<file path="config.mk">
export PLATFORM = sky130hd
export DESIGN_NAME = pattern_gen
export DESIGN_NICKNAME = d
export VERILOG_FILES = /design/src/rtl/pattern_gen_pkg.sv /design/src/rtl/pattern_gen_bars.sv /design/src/rtl/pattern_gen.sv
export SDC_FILE = /design/constraint.sdc
export NUM_CORES = 1
export LEC_CHECK = 0
export CORE_UTILIZATION = 61
export DETAILED_ROUTE_END_ITERATION = 12
export PLACE_DENSITY = 0.84
export SYNTH_ARGS = -nofsm -noshare
export SYNTH_HDL_FRONTEND = slang
export SYNTH_HIERARCHICAL = 1
export SYNTH_SLANG_ARGS = --single-unit
export TNS_END_PERCENT = 50
</file>
<file path="constraint.sdc">
create_clock -name clk_pixel -period 16.77 [get_ports clk_pixel]
set_input_delay 3.354 -clock clk_pixel [delete_from_list [all_inputs] [get_ports clk_pixel]]
set_output_delay 3.354 -clock clk_pixel [all_outputs]
set_load 0.01 [all_outputs]
</file>
<file path="src/rtl/pattern_gen_pkg.sv">
// rtl/pattern_gen_pkg.sv - mode encodings, colour constants and bar colour table
package pattern_gen_pkg;

  typedef enum logic [2:0] {
    MODE_SOLID    = 3'd0,
    MODE_CYCLE    = 3'd1,
    MODE_BARS     = 3'd2,
    MODE_CHECKER  = 3'd3,
    MODE_GRADIENT = 3'd4,
    MODE_SCROLL   = 3'd5,
    MODE_BLACK6   = 3'd6,
    MODE_BLACK7   = 3'd7
  } mode_e;

  typedef enum logic [1:0] {
    CYC_RED   = 2'd0,
    CYC_GREEN = 2'd1,
    CYC_BLUE  = 2'd2
  } cyc_e;

  localparam logic [23:0] RGB_WHITE   = 24'hFFFFFF;
  localparam logic [23:0] RGB_YELLOW  = 24'hFFFF00;
  localparam logic [23:0] RGB_CYAN    = 24'h00FFFF;
  localparam logic [23:0] RGB_GREEN   = 24'h00FF00;
  localparam logic [23:0] RGB_MAGENTA = 24'hFF00FF;
  localparam logic [23:0] RGB_RED     = 24'hFF0000;
  localparam logic [23:0] RGB_BLUE    = 24'h0000FF;
  localparam logic [23:0] RGB_BLACK   = 24'h000000;

  // Classic colour-bar order, left to right.
  function automatic logic [23:0] bar_rgb(input logic [2:0] idx);
    case (idx)
      3'd0:    bar_rgb = RGB_WHITE;
      3'd1:    bar_rgb = RGB_YELLOW;
      3'd2:    bar_rgb = RGB_CYAN;
      3'd3:    bar_rgb = RGB_GREEN;
      3'd4:    bar_rgb = RGB_MAGENTA;
      3'd5:    bar_rgb = RGB_RED;
      3'd6:    bar_rgb = RGB_BLUE;
      default: bar_rgb = RGB_BLACK;
    endcase
  endfunction

endpackage

</file>
<file path="src/rtl/pattern_gen_bars.sv">
// rtl/pattern_gen_bars.sv - column to colour-bar mapping via a constant compare chain
module pattern_gen_bars
  import pattern_gen_pkg::*;
#(
  parameter int H_ACTIVE = 800,
  parameter int XW       = 10
) (
  input  logic [XW-1:0] col,
  output logic [23:0]   rgb
);

  localparam int BAR_W = H_ACTIVE / 8;

  logic [2:0] idx;

  // Counting crossed bar boundaries saturates naturally at 7.
  always_comb begin
    idx = 3'd0;
    for (int k = 1; k < 8; k++) begin
      if (32'(col) >= 32'(k * BAR_W)) idx = 3'(k);
    end
  end

  assign rgb = bar_rgb(idx);

endmodule

</file>
<file path="src/rtl/pattern_gen.sv">
// rtl/pattern_gen.sv - test pattern generator: one registered pixel per fetch request
module pattern_gen
  import pattern_gen_pkg::*;
#(
  parameter int          H_ACTIVE   = 800,
  parameter int          V_ACTIVE   = 600,
  parameter int          C_BITS     = 8,
  parameter int          CHK_LOG2   = 5,
  parameter int          GRAD_SHIFT = 2,
  parameter logic [23:0] SOLID_RGB  = 24'hFFFF00
) (
  input  logic              clk_pixel,
  input  logic              rstn,
  input  logic [2:0]        mode,
  input  logic              frame_start,
  input  logic              fetch_next_pixel,
  output logic [C_BITS-1:0] r_o,
  output logic [C_BITS-1:0] g_o,
  output logic [C_BITS-1:0] b_o,
  output logic              valid_o,
  output logic [7:0]        frame_cnt_o
);

  localparam int XW = (H_ACTIVE > 1) ? $clog2(H_ACTIVE) : 1;
  localparam int YW = (V_ACTIVE > 1) ? $clog2(V_ACTIVE) : 1;
  localparam logic [XW-1:0] X_MAX = XW'(H_ACTIVE - 1);
  localparam logic [YW-1:0] Y_MAX = YW'(V_ACTIVE - 1);
  localparam logic [XW:0]   H_FULL = (XW+1)'(H_ACTIVE);

  logic [XW-1:0] x, x_cur, x_nxt;
  logic [YW-1:0] y, y_cur, y_nxt;
  mode_e         mode_q, mode_cur;
  cyc_e          cyc, cyc_cur, cyc_nxt;
  logic [7:0]    cnt_cur;
  // frame_cnt mod H_ACTIVE, kept incrementally so scroll needs no divider
  logic [XW-1:0] scroll_off, off_cur;

  logic [XW:0]       scroll_sum;
  logic [XW-1:0]     scroll_col, bar_col;
  logic [23:0]       bar_rgb24, rgb24;
  logic [C_BITS-1:0] grad, pix_r, pix_g, pix_b;
  logic              chk_bit, use_grad;

  // frame_start overrides the stored state so a coincident fetch sees the new frame.
  always_comb begin
    x_cur    = x;
    y_cur    = y;
    mode_cur = mode_q;
    cyc_cur  = cyc;
    cnt_cur  = frame_cnt_o;
    off_cur  = scroll_off;
    if (frame_start) begin
      x_cur    = '0;
      y_cur    = '0;
      mode_cur = mode_e'(mode);
      cyc_cur  = CYC_RED;
      cnt_cur  = frame_cnt_o + 8'd1;
      off_cur  = (frame_cnt_o == 8'hFF || scroll_off == X_MAX) ? '0 : scroll_off + 1'b1;
    end
  end

  always_comb begin
    x_nxt   = x_cur;
    y_nxt   = y_cur;
    cyc_nxt = cyc_cur;
    if (fetch_next_pixel) begin
      if (x_cur == X_MAX) begin
        x_nxt = '0;
        y_nxt = (y_cur == Y_MAX) ? '0 : y_cur + 1'b1;
      end else begin
        x_nxt = x_cur + 1'b1;
      end
      case (cyc_cur)
        CYC_RED:   cyc_nxt = CYC_GREEN;
        CYC_GREEN: cyc_nxt = CYC_BLUE;
        default:   cyc_nxt = CYC_RED;
      endcase
    end
  end

  // Both operands are below H_ACTIVE, so one conditional subtract is enough.
  always_comb begin
    scroll_sum = {1'b0, x_cur} + {1'b0, off_cur};
    scroll_col = (scroll_sum >= H_FULL) ? XW'(scroll_sum - H_FULL) : scroll_sum[XW-1:0];
    bar_col    = (mode_cur == MODE_SCROLL) ? scroll_col : x_cur;
  end

  pattern_gen_bars #(
    .H_ACTIVE (H_ACTIVE),
    .XW       (XW)
  ) u_bars (
    .col (bar_col),
    .rgb (bar_rgb24)
  );

  assign chk_bit = 1'(x_cur >> CHK_LOG2) ^ 1'(y_cur >> CHK_LOG2);
  assign grad    = C_BITS'({{C_BITS{1'b0}}, x_cur} >> GRAD_SHIFT);

  always_comb begin
    rgb24    = RGB_BLACK;
    use_grad = 1'b0;
    case (mode_cur)
      MODE_SOLID: rgb24 = SOLID_RGB;
      MODE_CYCLE: begin
        case (cyc_cur)
          CYC_GREEN: rgb24 = RGB_GREEN;
          CYC_BLUE:  rgb24 = RGB_BLUE;
          default:   rgb24 = RGB_RED;
        endcase
      end
      MODE_BARS, MODE_SCROLL: rgb24 = bar_rgb24;
      MODE_CHECKER:           rgb24 = chk_bit ? RGB_WHITE : RGB_BLACK;
      MODE_GRADIENT:          use_grad = 1'b1;
      default:                rgb24 = RGB_BLACK;
    endcase
    pix_r = use_grad ? grad : rgb24[23 -: C_BITS];
    pix_g = use_grad ? grad : rgb24[15 -: C_BITS];
    pix_b = use_grad ? grad : rgb24[7 -: C_BITS];
  end

  always_ff @(posedge clk_pixel or negedge rstn) begin
    if (!rstn) begin
      x           <= '0;
      y           <= '0;
      mode_q      <= MODE_SOLID;
      cyc         <= CYC_RED;
      frame_cnt_o <= '0;
      scroll_off  <= '0;
      r_o         <= '0;
      g_o         <= '0;
      b_o         <= '0;
      valid_o     <= 1'b0;
    end else begin
      x           <= x_nxt;
      y           <= y_nxt;
      mode_q      <= mode_cur;
      cyc         <= cyc_nxt;
      frame_cnt_o <= cnt_cur;
      scroll_off  <= off_cur;
      valid_o     <= fetch_next_pixel;
      if (fetch_next_pixel) begin
        r_o <= pix_r;
        g_o <= pix_g;
        b_o <= pix_b;
      end
    end
  end

endmodule

</file>
==> out/metrics.csv, run 1 <==
stage;metric;value;unit
status;run status;finished, final reports clean;
setup_path;Setup Crit Path Kind;in -> reg;
sta;post-route setup TNS;0;ns
setup_path;capture point of the worst reg-to-reg path;b_o[5];
sta;post-layout min period;8.72;ns
synthesis;average cell area after synthesis;8.63;um2
cts;post-CTS sizing;0;
min_path;number of instances on the worst hold path;1;
floorplan;number of rows in the core area;30;
setup_path;crit-path cells;clkdlybuf4s50_1 -> buf_4 -> nand2_1 -> o31ai_1 -> ha_1 -> a2111oi_0 -> o21ai_0 -> o2111a_1 -> inv_1 -> ha_1 -> nand2b_1 -> mux2_2 -> a21oi_1 -> o21a_1 -> o311ai_1 -> or3_1 -> a31oi_1 -> a311o_1 -> o21ai_2 -> nand2_1 -> a31oi_1;
setup_path;required time worst endpoint;16.98;ns
layout;proportion of layout cells with a drive suffix above 1;6.91;%
pwr;static leakage;0.00216;uW
cts;clk sinks;68;
global_routing;maximum number of pins on one net before global-route repair;69;
min_path;Worst Min Path Start;frame_cnt_o[7];
setup_path;slowest stage cell, crit path;sky130_fd_sc_hd__a31oi_1;
sta;Highest Clock Rate;115;MHz
cts;clock tree from TritonCTS;yes;
sta;fin worst setup slack;8.05;ns
cts;clock-pin transition on the worst setup and hold timing paths;0.07;ns
flow_run;Max Cap Viol;0;
synthesis;Yosys warning count;6;
floorplan;Boundary Pins;40;
drt;DR vias;3689;
floorplan;Die Outline Area;0.00752;mm2
sta;Relative slew margins;37.4;%
setup_path;crit path max fanout;41;
sta;Fin Clk Skew;0.0108;ns
global_routing;number of global-route vias before repair;3459;
drt;drt wl/cell;15.7;um
global_routing;global-route wire length before repair;15900;um
floorplan;Core ar.;0.00687;mm2
sta;count of endpoints failing hold in the final timing report;0;
setup_path;R2R Setup Slk;10.53;ns
drt;wire length on met3;634;um
drt;Initial DRT Pass Iterations;5;
layout;total number of nets in the final design;544;
sta;number of slew-limit violations in the final report;0;
global_routing;Overflow after GRT;0;
sta;unrepaired setup endpoints after global routing;no;
layout;number of diodes added for antenna fixing;0;
pwr;Power Density;104;mW/mm2
synthesis;net count of the mapped netlist;534;
global_routing;number of antenna violations at the first check in global routing;0;
setup_path;Setup crit end kind;flip-flop;
place;pre-CTS setup slack;7.72;ns
setup_path;critical path data arrival time;8.93;ns
setup_path;highest cell delay on the worst timing path;0.58;ns
floorplan;height of the die;86.7;um
cts;number of levels in the clock H-tree;3;
drt;drt via density;5.98;
sta;slew of the pin with the lowest slew margin;0.914;ns
place;weighted congestion at the end of routability-driven global placement;0.948;
synthesis;Cells after Synth;507;
drt;Total Routed Length;9670;um
cts;clock tree root buffer cell;sky130_fd_sc_hd__clkbuf_8;
place;# placed instances;602;
drt;highest metal layer used by the detailed router;met4;
setup_path;worst reg2reg path startpoint;scroll_off[5];
min_path;Worst Hold End;frame_cnt_o[7];
drt;Post-DRT Antenna Nets;0;
cts;clock latency on the worst-skew pair;0.34;ns
cts;Post-CTS Setup Inserts;0;
layout;Area Growth Syn to Fin;11.3;%
cts;hold buffer count at CTS;0;
sta;Final period util;52.0;%
drt;met1 layer wirelength in the final routing;4120;um
cts;number of buffers created by CTS;9;
setup_path;length in cells of the worst reg-to-reg path;23;
layout;Final Core Density;70.9;%
drt;number of DRC markers after the initial detailed-route iteration;252;
min_path;hold crit path type;reg -> reg;
place;PortBufs;39;
sta;worst hold slack;0.498;ns
cts;Bufs on Longest Clock Path;2;
layout;Finished Layout Cells;617;
synthesis;cell area after synthesis;0.00438;mm2
pwr;Max rail drop VDD;0.0508;mV
place;half-perimeter wire length after placement;6710;um
floorplan;horizontal extent of the die;86.7;um
setup_path;sort of element at the start of the critical path;input pin;
global_routing;overall routing resource usage;27.3;%
drt;total met2 wirelength after detailed routing;4690;um
floorplan;starting utilization of the core area;63.7;%
sta;Final setup viols;0;
drt;residual DRC count;0;
## per-stage QoR
step	total power, uW	instance area (um2)
after detailed placement	362	4650
after global placement	355	4650
after floorplan	305	4380
after global routing	535	4870
final	507	4870
after CTS	508	4870
## worst max-delay path: cells and delay by family
family	cells	cell delay, ns
AO/OA/AOI/OAI	11	3.00
buffers and inverters	3	0.92
AND/OR/NAND/NOR	4	0.79
adder cells (fa/ha/maj)	2	0.55
multiplexers	1	0.29
## registers in the layout, summed over array words and instances, names as in the netlist
signal	cells
scroll_off	10
y	10
mode_q	3
frame_cnt_o	8
b_o	8
valid_o	1
x	10
cyc	2
g_o	8
r_o	8
## worst max-delay path by stage
stage,startpoint,to,slack [ns]
floorplan,frame_start,b_o[1],8.22
global placement,frame_start,b_o[7],8.11
detailed placement,frame_start,r_o[5],7.72
CTS,frame_start,r_o[5],8.11
global route,frame_start,r_o[5],7.57
finish,frame_start,b_o[5],8.05
## layer usage
| layer | track usage, % | vias up |
|---|---|---|
| li1 | - | 1767 |
| met1 | 34.4 | 1766 |
| met2 | 44.2 | 133 |
| met3 | 7.24 | 23 |
| met4 | 12.3 | 0 |
| met5 | 0 | - |
## where the power goes
part	switching [uW]	internal [uW]
clock	63.3	82.8
combinational	77.7	70.9
sequential	22.8	189
## layout by cell type (no fill, tap or decap), types with 2 or more instances in the layout
master and instances:
sky130_fd_sc_hd__nand4_1 7, sky130_fd_sc_hd__nand3_1 21, sky130_fd_sc_hd__mux2_2 4, sky130_fd_sc_hd__buf_4 3, sky130_fd_sc_hd__xor2_1 13, sky130_fd_sc_hd__a211oi_1 2
sky130_fd_sc_hd__o21ai_0 17, sky130_fd_sc_hd__nor4_4 2, sky130_fd_sc_hd__o211ai_1 5, sky130_fd_sc_hd__a31oi_1 34, sky130_fd_sc_hd__clkinvlp_4 4, sky130_fd_sc_hd__clkbuf_8 9
sky130_fd_sc_hd__o21a_1 3, sky130_fd_sc_hd__nor2_1 70, sky130_fd_sc_hd__bufinv_16 2, sky130_fd_sc_hd__nand2b_1 9, sky130_fd_sc_hd__nand2_1 67, sky130_fd_sc_hd__nor2b_1 12
sky130_fd_sc_hd__a21o_1 4, sky130_fd_sc_hd__and2_1 2, sky130_fd_sc_hd__mux2i_1 5, sky130_fd_sc_hd__or3_1 4, sky130_fd_sc_hd__inv_1 15, sky130_fd_sc_hd__o41ai_2 2
sky130_fd_sc_hd__or2_2 2, sky130_fd_sc_hd__ha_1 19, sky130_fd_sc_hd__nor3_1 6, sky130_fd_sc_hd__and3_1 3, sky130_fd_sc_hd__dfrtp_1 68, sky130_fd_sc_hd__o21ai_1 2
sky130_fd_sc_hd__xnor2_1 20, sky130_fd_sc_hd__o31ai_1 3, sky130_fd_sc_hd__clkdlybuf4s50_1 38, sky130_fd_sc_hd__a21oi_1 16, sky130_fd_sc_hd__a211o_1 2
## layout make-up
class                           instances  area [um2]
Multi-Input combinational cell        381        2370
Timing Repair Buffer                   42         408
Tap cell                               96         120
Inverter                               15        56.3
Sequential cell                        68        1700
Clock inverter                          6        90.1
Fill cell                             516        2000
Clock buffer                            9         124
Note: power is estimated with default switching activity, not from simulation.
==> run 2: changes to the inputs <==
--- a/config.mk
+++ b/config.mk
@@ -5,9 +5,9 @@
 export SDC_FILE = /design/constraint.sdc
 export NUM_CORES = 1
 export LEC_CHECK = 0
-export CORE_UTILIZATION = 61
+export CORE_UTILIZATION = 53
 export DETAILED_ROUTE_END_ITERATION = 12
-export PLACE_DENSITY = 0.84
+export PLACE_DENSITY = 0.77
 export SYNTH_ARGS = -nofsm -noshare
 export SYNTH_HDL_FRONTEND = slang
 export SYNTH_HIERARCHICAL = 1
==> constraint.sdc (replaced) <==
create_clock -name clk_pixel -period 8 [get_ports clk_pixel]
set_input_delay 1.6 -clock clk_pixel [delete_from_list [all_inputs] [get_ports clk_pixel]]
set_output_delay 1.6 -clock clk_pixel [all_outputs]
set_load 0.01 [all_outputs]
==> out/metrics.csv, run 2 (same netlist as run 1, synthesis figures left out) <==
stage;metric;value;unit;change
status;run status;finished, final reports clean;;
place;PortBufs;39;;unchanged
pwr;static leakage;0.00218;uW;+0.90%
global_routing;routing usage on met2;38.0;%;-6.2 points
floorplan;Die Outline Area;0.00862;mm2;+15%
drt;drt via density;5.85;;-2.2%
floorplan;Boundary Pins;40;;unchanged
floorplan;Core ar.;0.00785;mm2;+14%
sta;unrepaired setup endpoints after global routing;no;;
sta;count of endpoints failing hold in the final timing report;0;;unchanged
drt;DR vias;3660;;-0.79%
drt;Initial DRT Pass Iterations;5;;unchanged
sta;Highest Clock Rate;145;MHz;
setup_path;crit path max fanout;29;;-29%
sta;slew of the pin with the lowest slew margin;0.927;ns;+0.0133 ns
floorplan;starting utilization of the core area;55.8;%;-7.9 points
pwr;Power Density;214;mW/mm2;+110%
setup_path;highest cell delay on the worst timing path;0.74;ns;+0.16 ns
pwr;combinational power share;30.0;%;+0.7 points
cts;number of buffers created by CTS;9;;unchanged
setup_path;critical path data arrival time;7.17;ns;-1.76 ns
sta;post-layout min period;6.91;ns;
global_routing;number of global-route vias before repair;3455;;-0.12%
cts;number of levels in the clock H-tree;3;;unchanged
place;half-perimeter wire length after placement;6780;um;+1.0%
sta;Final period util;86.4;%;
drt;Total Routed Length;9710;um;+0.41%
layout;Area Growth Syn to Fin;11.4;%;
drt;residual DRC count;0;;unchanged
flow_run;Max Cap Viol;0;;unchanged
drt;drt wl/cell;15.5;um;-1.0%
pwr;clock network fraction of total power;27.4;%;-1.4 points
cts;clk sinks;68;;unchanged
layout;# fillers;675;;+31%
sta;worst hold slack;0.499;ns;+0.000379 ns
layout;leading cell types in the layout, fill and taps excluded;sky130_fd_sc_hd__nor2_1, sky130_fd_sc_hd__dfrtp_1, sky130_fd_sc_hd__nand2_1;;
drt;Post-DRT Antenna Nets;0;;unchanged
layout;number of diodes added for antenna fixing;0;;unchanged
global_routing;Overflow after GRT;0;;unchanged
sta;Final setup viols;0;;unchanged
pwr;register share of total power;42.7;%;+0.9 points
layout;most common library cell in the layout ignoring fill and taps;sky130_fd_sc_hd__nor2_1;;
min_path;hold crit path type;reg -> reg;;
cts;hold buffer count at CTS;0;;unchanged
sta;post-route setup TNS;0;ns;unchanged
cts;clock tree from TritonCTS;yes;;
setup_path;Setup Crit Path Kind;in -> reg;;
cts;clock tree root buffer cell;sky130_fd_sc_hd__clkbuf_8;;
layout;proportion of layout cells with a drive suffix above 1;7.44;%;+0.53 points
sta;Relative slew margins;36.4;%;-0.91 points
cts;Bufs on Longest Clock Path;2;;unchanged
place;weighted congestion at the end of routability-driven global placement;0.936;;-1.3%
setup_path;crit-path cells;clkdlybuf4s50_1 -> buf_4 -> nor2b_1 -> ha_1 -> o21a_1 -> and2_1 -> nor2_1 -> o2111a_1 -> inv_1 -> ha_1 -> nand2b_1 -> mux2_2 -> a21oi_1 -> o21a_1 -> o311ai_1 -> o31ai_1 -> a221o_1 -> a311o_1 -> o21ai_2 -> nand2_1 -> a31oi_1;;
global_routing;busiest metal layer after global routing;met2;;
cts;Post-CTS Setup Inserts;0;;unchanged
global_routing;overall routing resource usage;23.2;%;-4.1 points
pwr;Net Switching;352;uW;+110%
global_routing;GR Util met3;3.86;%;-3.4 points
cts;post-CTS sizing;0;;unchanged
sta;number of slew-limit violations in the final report;0;;unchanged
sta;Fin Clk Skew;0.0131;ns;+0.00235 ns
floorplan;height of the die;92.9;um;+7.1%
layout;Final Core Density;62.1;%;-8.7 points
setup_path;slowest stage cell, crit path;sky130_fd_sc_hd__o311ai_1;;
global_routing;maximum number of pins on one net before global-route repair;69;;unchanged
pwr;Max rail drop VDD;0.123;mV;+140%
setup_path;required time worst endpoint;8.26;ns;-8.72 ns
pwr;P_int;690;uW;+100%
cts;clock-pin transition on the worst setup and hold timing paths;0.09;ns;+0.02 ns
pwr;post-layout power;1040;uW;+110%
layout;total number of nets in the final design;546;;+0.37%
global_routing;global-route wire length before repair;16100;um;+1.1%
floorplan;number of rows in the core area;32;;+6.7%
floorplan;horizontal extent of the die;92.9;um;+7.1%
global_routing;number of antenna violations at the first check in global routing;0;;unchanged
pwr;Sw Ratio;33.8;%;+1.4 points
cts;clock latency on the worst-skew pair;0.34;ns;about the same
setup_path;sort of element at the start of the critical path;input pin;;
global_routing;fraction of met1 tracks used by global routing;31.6;%;-2.7 points
drt;number of DRC markers after the initial detailed-route iteration;284;;+13%
layout;registers with the most flip-flops;scroll_off (10), x (10), y (10);;
setup_path;Setup crit end kind;flip-flop;;
==> run 2: cell type report <==
cell class	instances	area, um2	share of cell area [%]
Multi-Input combinational cell	381	2370	48.6
Sequential cell	68	1700	34.9
Timing Repair Buffer	44	423	8.67
Tap cell	102	128	2.62
Clock buffer	9	124	2.54
Clock inverter	7	75.1	1.54
Inverter	15	56.3	1.15
==> run 2: per-stage QoR <==
step / setup slack (ns) / std cells / cell area (um2)
after floorplan: 1.21 / 507 / 4380
after global placement: 0.899 / 610 / 4680
after detailed placement: 0.761 / 610 / 4680
after CTS: 1.11 / 626 / 4880
after global routing: 0.682 / 626 / 4880
final: 1.09 / 626 / 4880
==> run 2: routing by layer <==
layer / part of all wire [%] / up-vias
met5: 0 / -
met4: 1.4 / 0
met3: 4.0 / 15
met2: 49 / 101
met1: 46 / 1769
li1: - / 1775
==> run 2: critical path: cells and delay by family <==
family,cells,cell delay (ns)
compound gates,10,2.82
simple gates,5,0.89
mux,1,0.17
fa+ha+maj,2,0.60
buf+inv,3,1.07
==> run 2: worst paths after layout <==
path,end,startpoint,slack [ns],cells past startpoint
worst max-delay path,b_o[6],frame_start,1.09,21
min in group asynchronous,scroll_off[8],rstn,1.44,2
worst min-delay path,frame_cnt_o[7],frame_cnt_o[7],0.50,1
worst max register to register,b_o[6],scroll_off[5],1.93,23
max in group asynchronous,g_o[4],rstn,5.99,2
worst min register to register,frame_cnt_o[7],frame_cnt_o[7],0.50,1
==> run 2: power by group through the flow <==
stage               clock (uW)  combinational, uW  sequential [uW]
finish                     285                313              445
global route               305                346              451
CTS                        288                313              444
detailed placement           0                311              449
global placement             0                299              447
floorplan                    0                180              459
